**src/rtl/gcd_dispatch.sv**
```systemverilog
// gcd_dispatch: operand FIFO plus issue/capture FSM in front of the subtractive gcd core.
// Zero operands are answered locally because the core never terminates on them.
module gcd_dispatch #(
  parameter int unsigned DEPTH = 4
) (
  input  logic       clk,
  input  logic       reset,
  input  logic       in_valid,
  output logic       in_ready,
  input  logic [7:0] in_a,
  input  logic [7:0] in_b,
  output logic       out_valid,
  input  logic       out_ready,
  output logic [7:0] out_q,
  output logic [8:0] out_cycles,
  output logic       core_ld,
  output logic [7:0] core_a,
  output logic [7:0] core_b,
  input  logic [7:0] core_q,
  input  logic       core_rdy
);

  localparam int unsigned PtrW = (DEPTH > 1) ? $clog2(DEPTH) : 1;
  localparam int unsigned CntW = $clog2(DEPTH + 1);

  typedef enum logic [1:0] {StIdle, StIssue, StWait, StHold} state_e;

  state_e state_q, state_d;

  logic [7:0]      mem_a [DEPTH];
  logic [7:0]      mem_b [DEPTH];
  logic [PtrW-1:0] wptr_q, rptr_q;
  logic [CntW-1:0] count_q;

  logic       push, pop, fifo_empty, head_zero;
  logic [7:0] head_a, head_b;
  logic [7:0] opa_q, opb_q, res_q;
  logic [8:0] cnt_q, cyc_q, cnt_inc;

  assign fifo_empty = (count_q == '0);
  assign in_ready   = (count_q != CntW'(DEPTH));
  assign push       = in_valid && in_ready;
  // Only the idle FSM drains the FIFO, and never from an empty one.
  assign pop        = (state_q == StIdle) && !fifo_empty;
  assign head_a     = mem_a[rptr_q];
  assign head_b     = mem_b[rptr_q];
  assign head_zero  = (head_a == 8'd0) || (head_b == 8'd0);
  assign cnt_inc    = (cnt_q == 9'h1FF) ? cnt_q : cnt_q + 9'd1;

  assign core_a     = opa_q;
  assign core_b     = opb_q;
  assign out_q      = res_q;
  assign out_cycles = cyc_q;

  // FIFO storage; contents need no reset since count gates every read.
  always_ff @(posedge clk) begin
    if (push) begin
      mem_a[wptr_q] <= in_a;
      mem_b[wptr_q] <= in_b;
    end
  end

  // FIFO pointers and occupancy; power-of-two depth lets pointers wrap naturally.
  always_ff @(posedge clk or negedge reset) begin
    if (!reset) begin
      wptr_q  <= '0;
      rptr_q  <= '0;
      count_q <= '0;
    end else begin
      if (push) wptr_q <= wptr_q + 1'b1;
      if (pop)  rptr_q <= rptr_q + 1'b1;
      unique case ({push, pop})
        2'b10:   count_q <= count_q + 1'b1;
        2'b01:   count_q <= count_q - 1'b1;
        default: count_q <= count_q;
      endcase
    end
  end

  // FSM state register.
  always_ff @(posedge clk or negedge reset) begin
    if (!reset) state_q <= StIdle;
    else        state_q <= state_d;
  end

  // FSM next-state logic.
  always_comb begin
    state_d = state_q;
    unique case (state_q)
      StIdle:  if (!fifo_empty) state_d = head_zero ? StHold : StIssue;
      StIssue: state_d = StWait;
      StWait:  if (core_rdy) state_d = StHold;
      StHold:  if (out_ready) state_d = StIdle;
      default: state_d = StIdle;
    endcase
  end

  // FSM outputs.
  always_comb begin
    core_ld   = 1'b0;
    out_valid = 1'b0;
    unique case (state_q)
      StIssue: core_ld   = 1'b1;
      StHold:  out_valid = 1'b1;
      default: ;
    endcase
  end

  // Operand, cycle counter and result registers.
  always_ff @(posedge clk or negedge reset) begin
    if (!reset) begin
      opa_q <= '0;
      opb_q <= '0;
      res_q <= '0;
      cyc_q <= '0;
      cnt_q <= '0;
    end else begin
      if (pop) begin
        opa_q <= head_a;
        opb_q <= head_b;
        // gcd(0,x) = x and gcd(0,0) = 0 both reduce to a bitwise OR.
        if (head_zero) begin
          res_q <= head_a | head_b;
          cyc_q <= '0;
        end
      end
      if (state_q == StIssue) begin
        cnt_q <= '0;
      end else if (state_q == StWait) begin
        cnt_q <= cnt_inc;
        // The strobe cycle itself counts as a core cycle.
        if (core_rdy) begin
          res_q <= core_q;
          cyc_q <= cnt_inc;
        end
      end
    end
  end

endmodule

```
**config.mk**
```make
export PLATFORM = sky130hd
export DESIGN_NAME = gcd_dispatch
export DESIGN_NICKNAME = d
export VERILOG_FILES = /design/src/rtl/gcd_dispatch.sv
export SDC_FILE = /design/constraint.sdc
export NUM_CORES = 1
export LEC_CHECK = 0
export CAP_MARGIN = 20
export CORE_MARGIN = 5
export CORE_UTILIZATION = 59
export DETAILED_ROUTE_END_ITERATION = 6
export PLACE_DENSITY = 0.95
export SETUP_SLACK_MARGIN = 0.4
export SLEW_MARGIN = 20
export SYNTH_ARGS = -nofsm -noshare
export SYNTH_HDL_FRONTEND = slang
export SYNTH_SLANG_ARGS = --single-unit
```
**constraint.sdc**
```tcl
create_clock -name clk -period 7.05 [get_ports clk]
set_input_delay 0.705 -clock clk [delete_from_list [all_inputs] [get_ports clk]]
set_output_delay 0.705 -clock clk [all_outputs]
set_load 0.02 [all_outputs]
```
-- Yosys cells after proc, flatten, opt, wreduce, memory -nomap -nowiden
Memories as Yosys holds them, arrays and structs flattened.
Index checks and enable logic that the tools add are counted.
- add/subtract/negate cells: 5
- equality and inequality tests: 10
- mux-type cells: 23
- bitwise operators: 1
- reduce and logical (&&, ||, !) cells: 11
- operators by type and width (operator ; count):
    $mux W9 ; 8
    $mux W8 ; 5
    $logic_not A8 Y1 ; 2
    $add A9 B1 Y9 const B ; 1
    $eq A9 B9 Y1 const B ; 1
    $mux W2 ; 4
    $or A8 B8 Y8 ; 1
    $pmux W2 S4 ; 1
    $eq A2 B2 Y1 const B ; 3
    $ne A2 B2 Y1 const B ; 3
    $pmux W3 S2 ; 1
    $add A2 B1 Y2 const B ; 2
    $eq A2 B1 Y1 const B ; 2
    $mux W1 ; 4
    $reduce_bool A2 Y1 ; 2
    $add A3 B1 Y3 const B ; 1
    $logic_not A3 Y1 ; 1
    $ne A3 B3 Y1 const B ; 1
    $reduce_and A3 Y1 ; 1
    $sub A3 B1 Y3 const B ; 1
    $logic_and A1 B1 Y1 ; 2
    $logic_not A2 Y1 ; 1
    $logic_not A1 Y1 ; 1
    $logic_or A1 B1 Y1 ; 1
- bits in registers: 51
- bits in writable memories: 64
- logic and storage cells: 61
- memories kept: 2
- memory list (memory ; depth ; bits a word ; read ports ; clocked after Yosys merged registers in ; wr ports ; line ; source):
    mem_a ; 4 ; 8 ; 1 ; 0 ; 1 ; 30 ; logic [7:0] mem_a [DEPTH];
    mem_b ; 4 ; 8 ; 1 ; 0 ; 1 ; 31 ; logic [7:0] mem_b [DEPTH];

-- Logic depth before layout (Yosys ltp)
An unclocked memory read counts as a cell.
- word-level depth: 8
- depth in mapped cells: 12
- gate-level depth less buffers: 10

-- Worst setup path after synthesis
No wires, ideal clock.
- path kind: register to register
- from: reg state_q[0]
- to: reg count_q[2]
- data arrival time: 2.300 ns
- required time: 6.971 ns
- setup slack: 4.671 ns
- cell stages (with the launch flop): 13
- buffers on the path: 2
- clock period less this slack: 2.379 ns
- cell sequence: dfrtp_1 > inv_1 > ha_1 > nand2b_1 > buf_2 > clkinv_1 > clkbuf_1 > ha_1 > inv_1 > fa_1 > xor2_1 > nor2_1 > xor2_1
- cells in the longest elaborated chain, start to end: 4
- ends and longest elaborated chain (element ; line ; source):
    start, declared ; 28 ; state_e state_q, state_d;
    start signal, assigned ; 82 ; if (!reset) state_q <= StIdle;
    start signal, assigned ; 83 ; else state_q <= state_d;
    $logic_not A2 Y1 (*) ; 44 ; assign pop = (state_q == StIdle) && !fifo_empty;
    $logic_and A1 B1 Y1 (*) ; 44 ;
    $eq A2 B1 Y1 or $eq A2 B2 Y1 (tied branches) ; 72 ; unique case ({push, pop})
    $pmux W3 S2 or $reduce_bool A2 Y1 (tied branches) ; - ;
    end signal, assigned ; 73 ; 2'b10: count_q <= count_q + 1'b1;
    end signal, assigned ; 74 ; 2'b01: count_q <= count_q - 1'b1;
    end signal, assigned ; 75 ; default: count_q <= count_q;
    end, declared ; 33 ; logic [CntW-1:0] count_q;
Every way passes the cells marked *; elsewhere a longest branch is shown, timed or not.
A chain may end at the register's enable or synchronous reset.

-- Final worst setup path
- from: reg rptr_q[0]
- to: reg res_q[5] (netlist: out_q[5])
- cells in the longest elaborated chain, start to end: 8
- ends and longest elaborated chain (element ; line ; source):
    start, declared ; 32 ; logic [PtrW-1:0] wptr_q, rptr_q;
    start signal, assigned ; 71 ; if (pop) rptr_q <= rptr_q + 1'b1;
    $mem_v2 Z4 W8 (on tied branches) ; - ;
    $logic_not A8 Y1 ; 47 ; assign head_zero = (head_a == 8'd0) || (head_b == 8'd0);
    $logic_or A1 B1 Y1 ; 47 ;
    $mux W8 (*) ; 122 ; if (head_zero) begin
    $mux W8 (*) ; 118 ; if (pop) begin
    $mux W8 ; 132 ; if (core_rdy) begin
    $mux W8 ; 129 ; end else if (state_q == StWait) begin
    $mux W8 (*) ; 127 ; if (state_q == StIssue) begin
    end signal, assigned ; 123 ; res_q <= head_a | head_b;
    end signal, assigned ; 133 ; res_q <= core_q;
    end, declared ; 37 ; logic [7:0] opa_q, opb_q, res_q;
Marked as above.

==> results.toml <==
[outcome]
run_status = "finished, final reports clean"

[detailed_routing]
vias_cell = 6.022
drt_iter0_drc = 230
post-route-drc-count = 0
route.vias.total = 3264
detail_route.wirelength_um = 11740
routed_wire_length_per_instance_um = 21.66
drt_pass1_iterations = 5
drtAntennaViolNets = 0

[hold_path]
hp-class = "in2async"

[job]
maxCapViolCount = 0

[clock_tree]
worstSkewPairLatency_ns = 0.53
post_cts_resized = 0
cts_htree_levels = 4
cts_buffers = 17
tritoncts_num_sinks = 115
tritoncts = "built"
ctsLongestPathBuffers = 2
cts_hold_buffers = 0
postCtsSetupRepairBufs = 0
clkSlewWorstSetupHoldPaths_ns = 0.06
cts_root_buf = "sky130_fd_sc_hd__clkbuf_8"

[critical_path]
timing.critical_path.fanout_max = 25
r2r.worst_path.cells = 6
worstSetupPathType = "reg2reg"
end_kind = "flip-flop"
worst-endpoint-arrival_ns = 3.76
rrSetupSlack_ns = 3.68
start_kind = "flip-flop"
regToRegStartpoint = "rptr_q[0]$_DFFE_PN0N_"
critical_path_required_ns = 7.45
startpoint = "rptr_q[0]$_DFFE_PN0N_"

[pwr]
power.internal_w = 0.002003
power_frac_clock = 0.307
overall_power_of_the_completed_layout_w = 0.003100
relative_contribution_of_combinational_cells_to_total_power = 0.342
worst_ir_drop_vdd_mv = 0.2890
cellLeakagePower_nw = 2.452
share_seq_of_total_power = 0.352
power.switching_w = 0.001097
p_per_area_mw_per_mm2 = 499.2
power.switching_fraction = 0.3539

[synth]
synth_fp_nets = 396
synth_async_sr_flop_share = 0.4435
yosysWarnings = 0
syn_area_mm2 = 0.004877
post_synth_cell_types = 39
synth_top_flop_cell = "sky130_fd_sc_hd__edfxtp_1"
synthCells = 355
synth_seq_area_share = 0.6557
register_bit_total_from_synthesis = 115
post_synthesis_mean_instance_area_um2 = 13.74
number_of_flops_mapped_to_enable_cells_by_yosys = 64

[floorplanning]
die-area_mm2 = 0.01018
num_rows = 33
die_y_um = 100.9
start_util = 0.5996
io_pins = 65
die_x_um = 100.9
core_mm2 = 0.008134

[timing]
worstMarginPinSlew_ns = 0.9547
worst_clock_skew_ns = 0.01038
timing.final.hold_violations = 0
period_share = 0.4775
setup_viol = 0
setup_tns_ns = 0
timing_max_transition_violations_final = 0
max_slew_margin = 0.3635
grt_setup_unrepaired = "no"
layout_min_cycle_time_ns = 3.366
max_freq_ghz = 0.2971

[layout]
area.sequential_mm2 = 0.003198
layout-drive-gt1-share = 0.1076
synthToLayoutAreaGrowth_pct = 27.35
nFillCells = 423
multi_input_area_mm2 = 0.001516
final-instance-count-excl-fill = 542
layout.nets = 465
antenna_cells = 0

[grt]
grt_use_met1 = 0.3094
global_route_wire_length_before_repair_um = 18460
grt_start_max_net_pins = 52
vias_in_the_first_global_route = 3408
antenna_found_initial = 0
globalRoute.busiestLayer = "met2"
grt_overflow = 0
grt_use_total = 0.2501
global_route.usage.met3 = 0.07612
gr-usage-met2 = 0.4086

[placement]
placed_cells = 510
dp_hpwl_um = 7400
gp_congestion = 0.8648
buffer_ports.inserted = 64
==> routing by layer <==
metal  vias to the layer above  wire length (µm)
met5                         -                 0
met4                         0               272
met3                        25               989
met2                       199              6028
met1                      1613              4451
li1                       1427                 -
==> path summary, 6_finish.rpt <==
kind | to
max in group asynchronous | core_a[5]$_DFFE_PN0N_
min | cnt_q[3]$_DFFE_PN0P_
min reg2reg | core_a[3]$_DFFE_PN0N_
max | out_q[5]$_DFF_PN0_
min in group clk | core_a[3]$_DFFE_PN0N_
max reg2reg | out_q[5]$_DFF_PN0_
==> critical path, stage by stage (launching register included) <==
cell and delay (ns):
sky130_fd_sc_hd__dfrtp_1 0.97, sky130_fd_sc_hd__mux4_1 0.76, sky130_fd_sc_hd__nor4_2 0.31, sky130_fd_sc_hd__nand2_1 0.16, sky130_fd_sc_hd__a21oi_4 0.52, sky130_fd_sc_hd__nor2_1 0.16
sky130_fd_sc_hd__o31ai_1 0.36
==> state kept, by name (all words and copies together) (netlist names) <==
| signal | cells |
|---|---|
| mem_a | 32 |
| mem_b | 32 |
| rptr_q | 2 |
| cnt_q | 9 |
| wptr_q | 2 |
| count_q | 3 |
| out_cycles | 9 |
| out_q | 8 |
| core_b | 8 |
| core_a | 8 |
| state_q | 2 |
==> layout make-up <==
class,instances,share of cell area
multi-input cells,207,0.2442
inverters,18,0.01088
well taps,105,0.02115
repair buffers,65,0.1039
flip-flops and latches,115,0.5149
clock inverters,13,0.03546
clock buffers,19,0.06950
==> metrics by stage <==
stage | setup slack [ns] | hold WS [ns] | cell area [µm²] | util
after floorplan | 4.671 | 0.4094 | 4877 | -
after global placement | 3.965 | 0.4623 | 5554 | 0.6828
after detailed placement | 3.782 | 0.4695 | 5554 | 0.6828
after CTS | 3.715 | 0.4413 | 6206 | 0.7630
after global routing | 3.453 | 0.2563 | 6211 | 0.7636
final | 3.684 | 0.2077 | 6211 | 0.7636
==> synthesized netlist by cell type, drive strengths merged (2+ instances only) <==
| library cell | instances | area (µm²) |
|---|---|---|
| nand2b | 2 | 12.51 |
| and2 | 2 | 12.51 |
| clkbuf | 9 | 33.78 |
| nor4 | 5 | 43.79 |
| o31ai | 8 | 60.06 |
| ha | 11 | 137.6 |
| and3 | 7 | 43.79 |
| o22ai | 14 | 87.58 |
| mux4 | 16 | 390.4 |
| nand3 | 5 | 25.02 |
| buf | 6 | 63.81 |
| nor3 | 2 | 10.01 |
| xnor2 | 9 | 78.83 |
| nor3b | 8 | 60.06 |
| mux2i | 3 | 30.03 |
| nand2 | 73 | 274.0 |
| dfrtp | 51 | 1276 |
| edfxtp | 64 | 1922 |
| nor2 | 16 | 62.56 |
| o21ai | 8 | 40.04 |
| inv | 17 | 63.81 |
| a21oi | 7 | 46.30 |
| xor2 | 2 | 17.52 |
==> power by group through the flow <==
stage | clock [W] | sequential [W] | combinational (W)
6_report | 0.000950 | 0.00109 | 0.00106
3_3_place_gp | 0 | 0.00108 | 0.000981
5_1_grt | 0.000988 | 0.00111 | 0.00114
3_5_place_dp | 0 | 0.00109 | 0.00103
2_1_floorplan | 0 | 0.00111 | 0.000618
4_1_cts | 0.000956 | 0.00109 | 0.00106
==> kinds of logic after synthesis <==
| kind of cell | share of synthesized area |
|---|---|
| AOI/OAI and AO/OA | 0.05670 |
| xor gates and xnor gates | 0.01976 |
| adders and majority gates | 0.03232 |
| buffers and inverters | 0.03386 |
| DFF | 0.6557 |
| muxes | 0.08620 |
| and+or+nand+nor | 0.1154 |
==> cell usage in the layout, fill, tap and decap left out, drive strengths merged <==
cell type and n:
nand2 73, edfxtp 64, clkdlybuf4s50 63, dfrtp 51, inv 21, clkbuf 19, nor2 16, mux4 16
o22ai 14, ha 11, xnor2 9, nor3b 8, o31ai 8, o21ai 8, and3 7, a21oi 7
nand3 5, bufinv 5, clkinv 5, nor4 5, mux2i 3, nor3 2, nand2b 2, and2 2
xor2 2, buf 2, or2 1, nand4 1, o2bb2ai 1, o31a 1, nor2b 1, o21a 1
o211ai 1, o32a 1, fa 1
(Power assumes the default switching activity.)
